$ cat config.mk
export PLATFORM = sky130hd
export DESIGN_NAME = cr_osf_seq_merge
export DESIGN_NICKNAME = d
export VERILOG_FILES = /design/src/rtl/cr_osf_seq_merge_pkg.sv /design/src/rtl/cr_osf_seq_merge_trk.sv /design/src/rtl/cr_osf_seq_merge.sv
export SDC_FILE = /design/constraint.sdc
export NUM_CORES = 1
export LEC_CHECK = 0
export ABC_AREA = 1
export ABC_CLOCK_PERIOD_IN_PS = 2600
export CAP_MARGIN = 20
export CORE_AREA = 2 2 108 110
export CTS_CLUSTER_DIAMETER = 80
export CTS_CLUSTER_SIZE = 10
export DETAILED_ROUTE_END_ITERATION = 7
export DIE_AREA = 0 0 110 112
export GPL_TIMING_DRIVEN = 0
export PLACE_DENSITY = 0.91
export SETUP_SLACK_MARGIN = 0.15
export SKIP_CTS_REPAIR_TIMING = 1
export SLEW_MARGIN = 15
export SYNTH_ARGS = -nofsm -noshare
export SYNTH_HDL_FRONTEND = slang
export SYNTH_SLANG_ARGS = --single-unit
$ cat constraint.sdc
create_clock -name clk -period 2.6 [get_ports clk]
set_clock_uncertainty 0.2 [all_clocks]
set_input_delay 0.52 -clock clk [delete_from_list [all_inputs] [get_ports clk]]
set_output_delay 0.52 -clock clk [all_outputs]
set_load 0.02 [all_outputs]
$ cat src/rtl/cr_osf_seq_merge_pkg.sv
// Shared types and constants for the OSF outbound sequencing merger.
package cr_osf_seq_merge_pkg;

  localparam int OSF_SEQ_MAX_DEPTH = 16;
  localparam int OSF_SEQ_SRC_W     = 3;  // wide enough for up to 8 sources
  localparam int OSF_SEQ_CNT_W     = 8;  // holds any supported CNT_W

  localparam int OSF_TUSER_SOT = 0;
  localparam int OSF_TUSER_EOT = 1;

  typedef struct packed {
    logic [OSF_SEQ_SRC_W-1:0] src;
    logic [OSF_SEQ_CNT_W-1:0] cnt;
  } osf_seq_slot_t;

endpackage

$ cat src/rtl/cr_osf_seq_merge_trk.sv
// Per-transfer TLV tracker: open-TLV flag, eot count within the current slot, sticky protocol error.
// Registered state only; slot advance is combinational from the current transfer.
module cr_osf_seq_merge_trk #(
  parameter int CNT_W = 4
) (
  input  logic             clk,
  input  logic             rst_n,
  input  logic             xfer,
  input  logic             sot,
  input  logic             eot,
  input  logic             hold,
  input  logic             skip,
  input  logic [CNT_W-1:0] eff_cnt,
  input  logic             err_clr,
  output logic             in_tlv,
  output logic [CNT_W-1:0] eot_cnt,
  output logic             err,
  output logic             adv
);

  logic             in_tlv_q, in_tlv_d;
  logic [CNT_W-1:0] eot_cnt_q, eot_cnt_d;
  logic             err_q, err_d;
  logic             err_set;
  logic [CNT_W:0]   eot_nxt;

  always_comb begin
    in_tlv_d  = in_tlv_q;
    eot_cnt_d = eot_cnt_q;
    err_set   = 1'b0;
    adv       = 1'b0;
    eot_nxt   = {1'b0, eot_cnt_q} + (CNT_W+1)'(1);
    if (xfer) begin
      if (eot) begin
        in_tlv_d = 1'b0;
      end else if (sot) begin
        in_tlv_d = 1'b1;
      end
      err_set = (sot && in_tlv_q) || (eot && !in_tlv_q && !sot);
      if (eot) begin
        // >= rather than == so a count left above a shrunk eff_cnt, or a
        // released hold, still closes the slot on this eot.
        if (eot_nxt >= {1'b0, eff_cnt}) begin
          if (hold) begin
            eot_cnt_d = eff_cnt;
          end else begin
            eot_cnt_d = '0;
            adv       = 1'b1;
          end
        end else begin
          eot_cnt_d = eot_cnt_q + CNT_W'(1);
        end
      end
    end else if (skip) begin
      eot_cnt_d = '0;
    end
    err_d = err_clr ? 1'b0 : (err_q || err_set);
  end

  always_ff @(posedge clk or negedge rst_n) begin
    if (!rst_n) begin
      in_tlv_q  <= 1'b0;
      eot_cnt_q <= '0;
      err_q     <= 1'b0;
    end else begin
      in_tlv_q  <= in_tlv_d;
      eot_cnt_q <= eot_cnt_d;
      err_q     <= err_d;
    end
  end

  assign in_tlv  = in_tlv_q;
  assign eot_cnt = eot_cnt_q;
  assign err     = err_q;

endmodule

$ cat src/rtl/cr_osf_seq_merge.sv
// Drains NUM_SRC TLV source FIFOs into the OSF output FIFO following a programmable slot sequence.
// Zero-latency pop/write when source non-empty and output not full; strict order, waits on empty source.
module cr_osf_seq_merge #(
  parameter int NUM_SRC   = 2,
  parameter int DATA_W    = 64,
  parameter int SEQ_DEPTH = 4,
  parameter int SRC_W     = $clog2(NUM_SRC),
  parameter int CNT_W     = 4
) (
  input  logic                             clk,
  input  logic                             rst_n,
  input  logic [NUM_SRC*DATA_W-1:0]        src_tdata,
  input  logic [NUM_SRC*2-1:0]             src_tuser,
  input  logic [NUM_SRC-1:0]               src_empty,
  output logic [NUM_SRC-1:0]               src_rd,
  input  logic                             ob_fifo_full,
  output logic                             ob_fifo_wr,
  output logic [DATA_W+1:0]                ob_fifo_wdata,
  input  logic                             cfg_enable,
  input  logic [$clog2(SEQ_DEPTH+1)-1:0]   cfg_seq_len,
  input  logic [SEQ_DEPTH*SRC_W-1:0]       cfg_slot_src,
  input  logic [SEQ_DEPTH*CNT_W-1:0]       cfg_slot_cnt,
  input  logic [NUM_SRC-1:0]               cfg_dbg_hold,
  output logic [$clog2(SEQ_DEPTH)-1:0]     stat_ptr,
  output logic                             stat_idle,
  output logic [31:0]                      stat_beats,
  output logic                             stat_err,
  input  logic                             stat_err_clr
);

  import cr_osf_seq_merge_pkg::*;

  localparam int PTR_W = $clog2(SEQ_DEPTH);
  localparam int LEN_W = $clog2(SEQ_DEPTH+1);

  logic [PTR_W-1:0] ptr_q, ptr_d;
  logic [31:0]      beats_q, beats_d;

  osf_seq_slot_t    cur_slot;
  logic             cur_valid;
  logic [CNT_W-1:0] slot_cnt, eff_cnt;
  logic [LEN_W-1:0] eff_len;

  logic [DATA_W-1:0] sel_dat;
  logic [1:0]        sel_user;
  logic              sel_empty;
  logic              sel_hold;

  logic             run, go, skip, advance;
  logic             trk_in_tlv, trk_err, trk_adv;
  logic [CNT_W-1:0] trk_eot_cnt;

  always_comb begin
    cur_slot     = '0;
    cur_slot.src = OSF_SEQ_SRC_W'(cfg_slot_src[int'(ptr_q)*SRC_W +: SRC_W]);
    cur_slot.cnt = OSF_SEQ_CNT_W'(cfg_slot_cnt[int'(ptr_q)*CNT_W +: CNT_W]);
    cur_valid    = int'(cur_slot.src) < NUM_SRC;
    slot_cnt     = CNT_W'(cur_slot.cnt);
    eff_cnt      = (slot_cnt == '0) ? CNT_W'(1) : slot_cnt;
  end

  always_comb begin
    if (cfg_seq_len == '0) begin
      eff_len = LEN_W'(1);
    end else if (int'(cfg_seq_len) > SEQ_DEPTH) begin
      eff_len = LEN_W'(SEQ_DEPTH);
    end else begin
      eff_len = cfg_seq_len;
    end
  end

  // Out-of-range slot sources match no index and leave the mux at its default.
  always_comb begin
    sel_dat   = '0;
    sel_user  = '0;
    sel_empty = 1'b1;
    sel_hold  = 1'b0;
    for (int i = 0; i < NUM_SRC; i++) begin
      if (cur_valid && int'(cur_slot.src) == i) begin
        sel_dat   = src_tdata[i*DATA_W +: DATA_W];
        sel_user  = src_tuser[2*i +: 2];
        sel_empty = src_empty[i];
        sel_hold  = cfg_dbg_hold[i];
      end
    end
  end

  assign run     = cfg_enable || trk_in_tlv || (trk_eot_cnt != '0);
  assign go      = rst_n && run && cur_valid && !sel_empty && !ob_fifo_full;
  assign skip    = rst_n && run && !cur_valid;
  assign advance = skip || trk_adv;

  always_comb begin
    src_rd = '0;
    for (int i = 0; i < NUM_SRC; i++) begin
      src_rd[i] = go && (int'(cur_slot.src) == i);
    end
  end

  assign ob_fifo_wr    = go;
  assign ob_fifo_wdata = {sel_user, sel_dat};

  cr_osf_seq_merge_trk #(
    .CNT_W (CNT_W)
  ) u_trk (
    .clk     (clk),
    .rst_n   (rst_n),
    .xfer    (go),
    .sot     (sel_user[OSF_TUSER_SOT]),
    .eot     (sel_user[OSF_TUSER_EOT]),
    .hold    (sel_hold),
    .skip    (skip),
    .eff_cnt (eff_cnt),
    .err_clr (stat_err_clr),
    .in_tlv  (trk_in_tlv),
    .eot_cnt (trk_eot_cnt),
    .err     (trk_err),
    .adv     (trk_adv)
  );

  always_comb begin
    ptr_d = ptr_q;
    if (advance) begin
      // Also pulls a pointer left beyond a shortened sequence back to slot 0.
      if (int'(ptr_q) + 1 >= int'(eff_len)) begin
        ptr_d = '0;
      end else begin
        ptr_d = ptr_q + PTR_W'(1);
      end
    end
    beats_d = beats_q;
    if (go && (beats_q != 32'hFFFF_FFFF)) begin
      beats_d = beats_q + 32'd1;
    end
  end

  always_ff @(posedge clk or negedge rst_n) begin
    if (!rst_n) begin
      ptr_q   <= '0;
      beats_q <= '0;
    end else begin
      ptr_q   <= ptr_d;
      beats_q <= beats_d;
    end
  end

  assign stat_ptr   = ptr_q;
  assign stat_beats = beats_q;
  assign stat_err   = trk_err;
  assign stat_idle  = !cfg_enable && !trk_in_tlv && (trk_eot_cnt == '0);

endmodule

==> flow_summary_export.csv <==
group,metric,value,unit
status,status,"completed",
global_routing,overflow,0,
logic_synthesis,ys_seq_area_share,25.5,%
finish,drive_gt1_share,23.9,%
timing,worst_pin_slew,0.672,ns
worst_setup_path,crit_path_max_fanout,10,
logic_synthesis,syn_area,0.00392,mm²
worst_setup_path,required,1.88,ns
finish,syn2layout_area_growth,102,%
drt,drt_iter0_drc,398,
floorplan,die_area,0.0123,mm²
floorplan,die_w,110,µm
timing,slew_headroom,55.0,%
power,total_power,7.85,mW
worst_setup_path,critPathSlowestCell,"dfrtp_1",
drt,vias_per_cell,5.02,
worst_setup_path,path_class,"register to output pin",
floorplan,core_area,0.0112,mm²
worst_setup_path,timing.rr.start,"stat_ptr[1]",
drt,via_count,5810,
flow_run,maxCapViolCount,0,
clock_network,cts_sinks,40,
floorplan,fp-row-count,39,
clock_network,htree_levels,2,
placement,dp_hpwl,15.0,mm
clock_network,clockBufferDepth,2,
clock_network,clk_latency,0.29,ns
finish,nets,1175,
worst_setup_path,cpLargestDelayFamily,"buffers and inverters",
clock_network,clockRootBuffer,"clkbuf_16",
logic_synthesis,synth.net_count,870,
worst_setup_path,r2r_cells,16,
global_routing,grtUsageMet3,4.98,%
worst_setup_path,endpoint_kind,"output pin",
drt,drc_errors,0,
global_routing,antenna_found_initial,13,
finish,layout_common_cells,"nand2_1, clkdlybuf4s50_1, buf_6",
worst_setup_path,cp.depth,9,
drt,drtAntennaViolNets,0,
worst_setup_path,cp.arrival,1.85,ns
timing,clock.fmax,389,MHz
hold_path,hold_path.class,"input pin to asynchronous set/reset pin",
worst_setup_path,critPathLaunch,"stat_ptr[1]",
drt,wirelength,19.8,mm
timing,finalHoldViolCount,0,
worst_setup_path,path_cells,"buf_6 -> clkinvlp_4 -> nand3_4 -> nand2_8 -> buf_12 -> buf_8 -> nand2_1 -> nand2_1 -> buf_6",
clock_network,cts_made_buffers,5,
global_routing,gr-usage-met1,31.0,%
placement,placed_area,0.00680,mm²
worst_setup_path,startpoint_type,"register",
timing,min_period_over_period,99.0,%
logic_synthesis,postSynthCellCount,695,
timing,setup-tns-final,0,ns
global_routing,track_usage,28.5,%
global_routing,grt.busiest_layer,"met2",
floorplan,ios,269,
floorplan,die_y,112,µm
finish,layout_commonest_cell,"nand2_1",
power,cellLeakagePower,3.89,nW
timing,drv_slew,0,
logic_synthesis,synth-seq-cells,40,
floorplan,initial_utilization,35.1,%
drt,route.detailed.wl_per_inst,17.1,µm
global_routing,grt_max_degree,27,
global_routing,gr-usage-met2,48.3,%
timing,period_needed,2.57,ns
power,ir_drop,0.761,mV
global_routing,grt_pass1_vias,5333,
finish,final_area,0.00792,mm²
logic_synthesis,ys_warn_count,0,
timing,setup_viol,0,
clock_network,cts_tree,"yes",
placement,portBuffers,268,
worst_setup_path,critical_path_buf_inv_count,5,
placement,place_congestion,0.981,
logic_synthesis,synth_cell_types,28,
worst_setup_path,slowest_delay,0.40,ns
global_routing,grt_pass1_wl,26.6,mm
drt,dr.pass1.iters,5,
logic_synthesis,avgSynthCellArea,5.64,µm²
timing,rsz0062_at_grt,"yes",
clock_network,clkTransAtPathRegs,0.07,ns
power,power.density,991,mW/mm²
## power breakdown
group / total (mW) / internal [mW] / leakage, nW / switching, mW
Sequential: 0.973 / 0.776 / 0.532 / 0.198
Combinational: 6.14 / 2.83 / 3.28 / 3.31
Clock: 0.740 / 0.457 / 0.0841 / 0.283
Total: 7.85 / 4.06 / 3.89 / 3.79
## synthesized netlist by cell type, drive strengths merged
library cell	count	area, µm²
xnor2	5	43.8
ha	11	138
a21oi	5	25.0
o22a	1	8.76
inv	65	246
dfrtp	40	1000
buf	20	139
nand4	9	56.3
nand3	34	185
xor2	14	123
nor3	12	60.1
nor2	58	236
o21ai	28	148
o211ai	1	7.51
nand2	383	1450
nand3b	4	30.0
clkbuf	5	18.8
## through the flow
stage	setup WS (ns)	utilization, %	std cells	hold WS, ns
4_1_cts	-1.05	62.4	1115	-0.0444
6_report	0.0262	70.9	1157	0.0171
3_5_place_dp	-1.04	60.8	1107	0.267
5_1_grt	-0.0838	70.9	1157	0.0311
3_3_place_gp	-1.94	60.7	1106	0.329
2_1_floorplan	0.172	-	695	0.0244
## state kept, by name (all words and copies together), names as in the netlist
name,cells
stat_beats,32
u_trk.err,1
stat_ptr,2
u_trk.in_tlv,1
u_trk.eot_cnt,4
## cell families (layout without fill, tap and decap cells)
logic type,Yosys count,after routing,synth area share (%)
buffers and inverters,90,396,10.3
AOI/OAI and AO/OA,35,35,4.82
other,0,13,0
adders and majority gates,11,11,3.51
xor gates and xnor gates,19,19,4.25
DFF,40,40,25.5
and+or+nand+nor,500,500,51.6
## worst reg2reg max path: cells and delay by family (launching register included)
kind,cells,cell delay (ns)
and+or+nand+nor,10,0.79
buffers and inverters,4,0.69
DFF,1,0.40
adders and majority gates,1,0.27
AOI/OAI and AO/OA,1,0.09
## layout make-up
| class | instances | area, µm² |
|---|---|---|
| inverter | 65 | 258 |
| timing repair buffer | 298 | 3060 |
| fill | 860 | 3260 |
| buffer | 25 | 300 |
| tap | 143 | 179 |
| clock buffer | 5 | 125 |
| sequential | 40 | 1000 |
| clock inverter | 3 | 47.5 |
| antenna | 13 | 32.5 |
| multi-input combinational | 565 | 2910 |
## metal layers
metal	up-vias	wire (µm)
li1	2762	-
met1	2635	7000
met2	330	9840
met3	83	1310
met4	0	1670
met5	-	0
## final timing paths
kind / to / slack [ns]
worst max register to register: u_trk.eot_cnt[3] / 0.06
max in group asynchronous: stat_ptr[0] / 1.04
worst max-delay path: ob_fifo_wdata[10] / 0.03
worst min-delay path: stat_beats[8] / 0.02
worst min register to register: u_trk.eot_cnt[0] / 0.34
min in group clk: u_trk.eot_cnt[0] / 0.34
No activity file was read; power rests on OpenSTA's default activity.
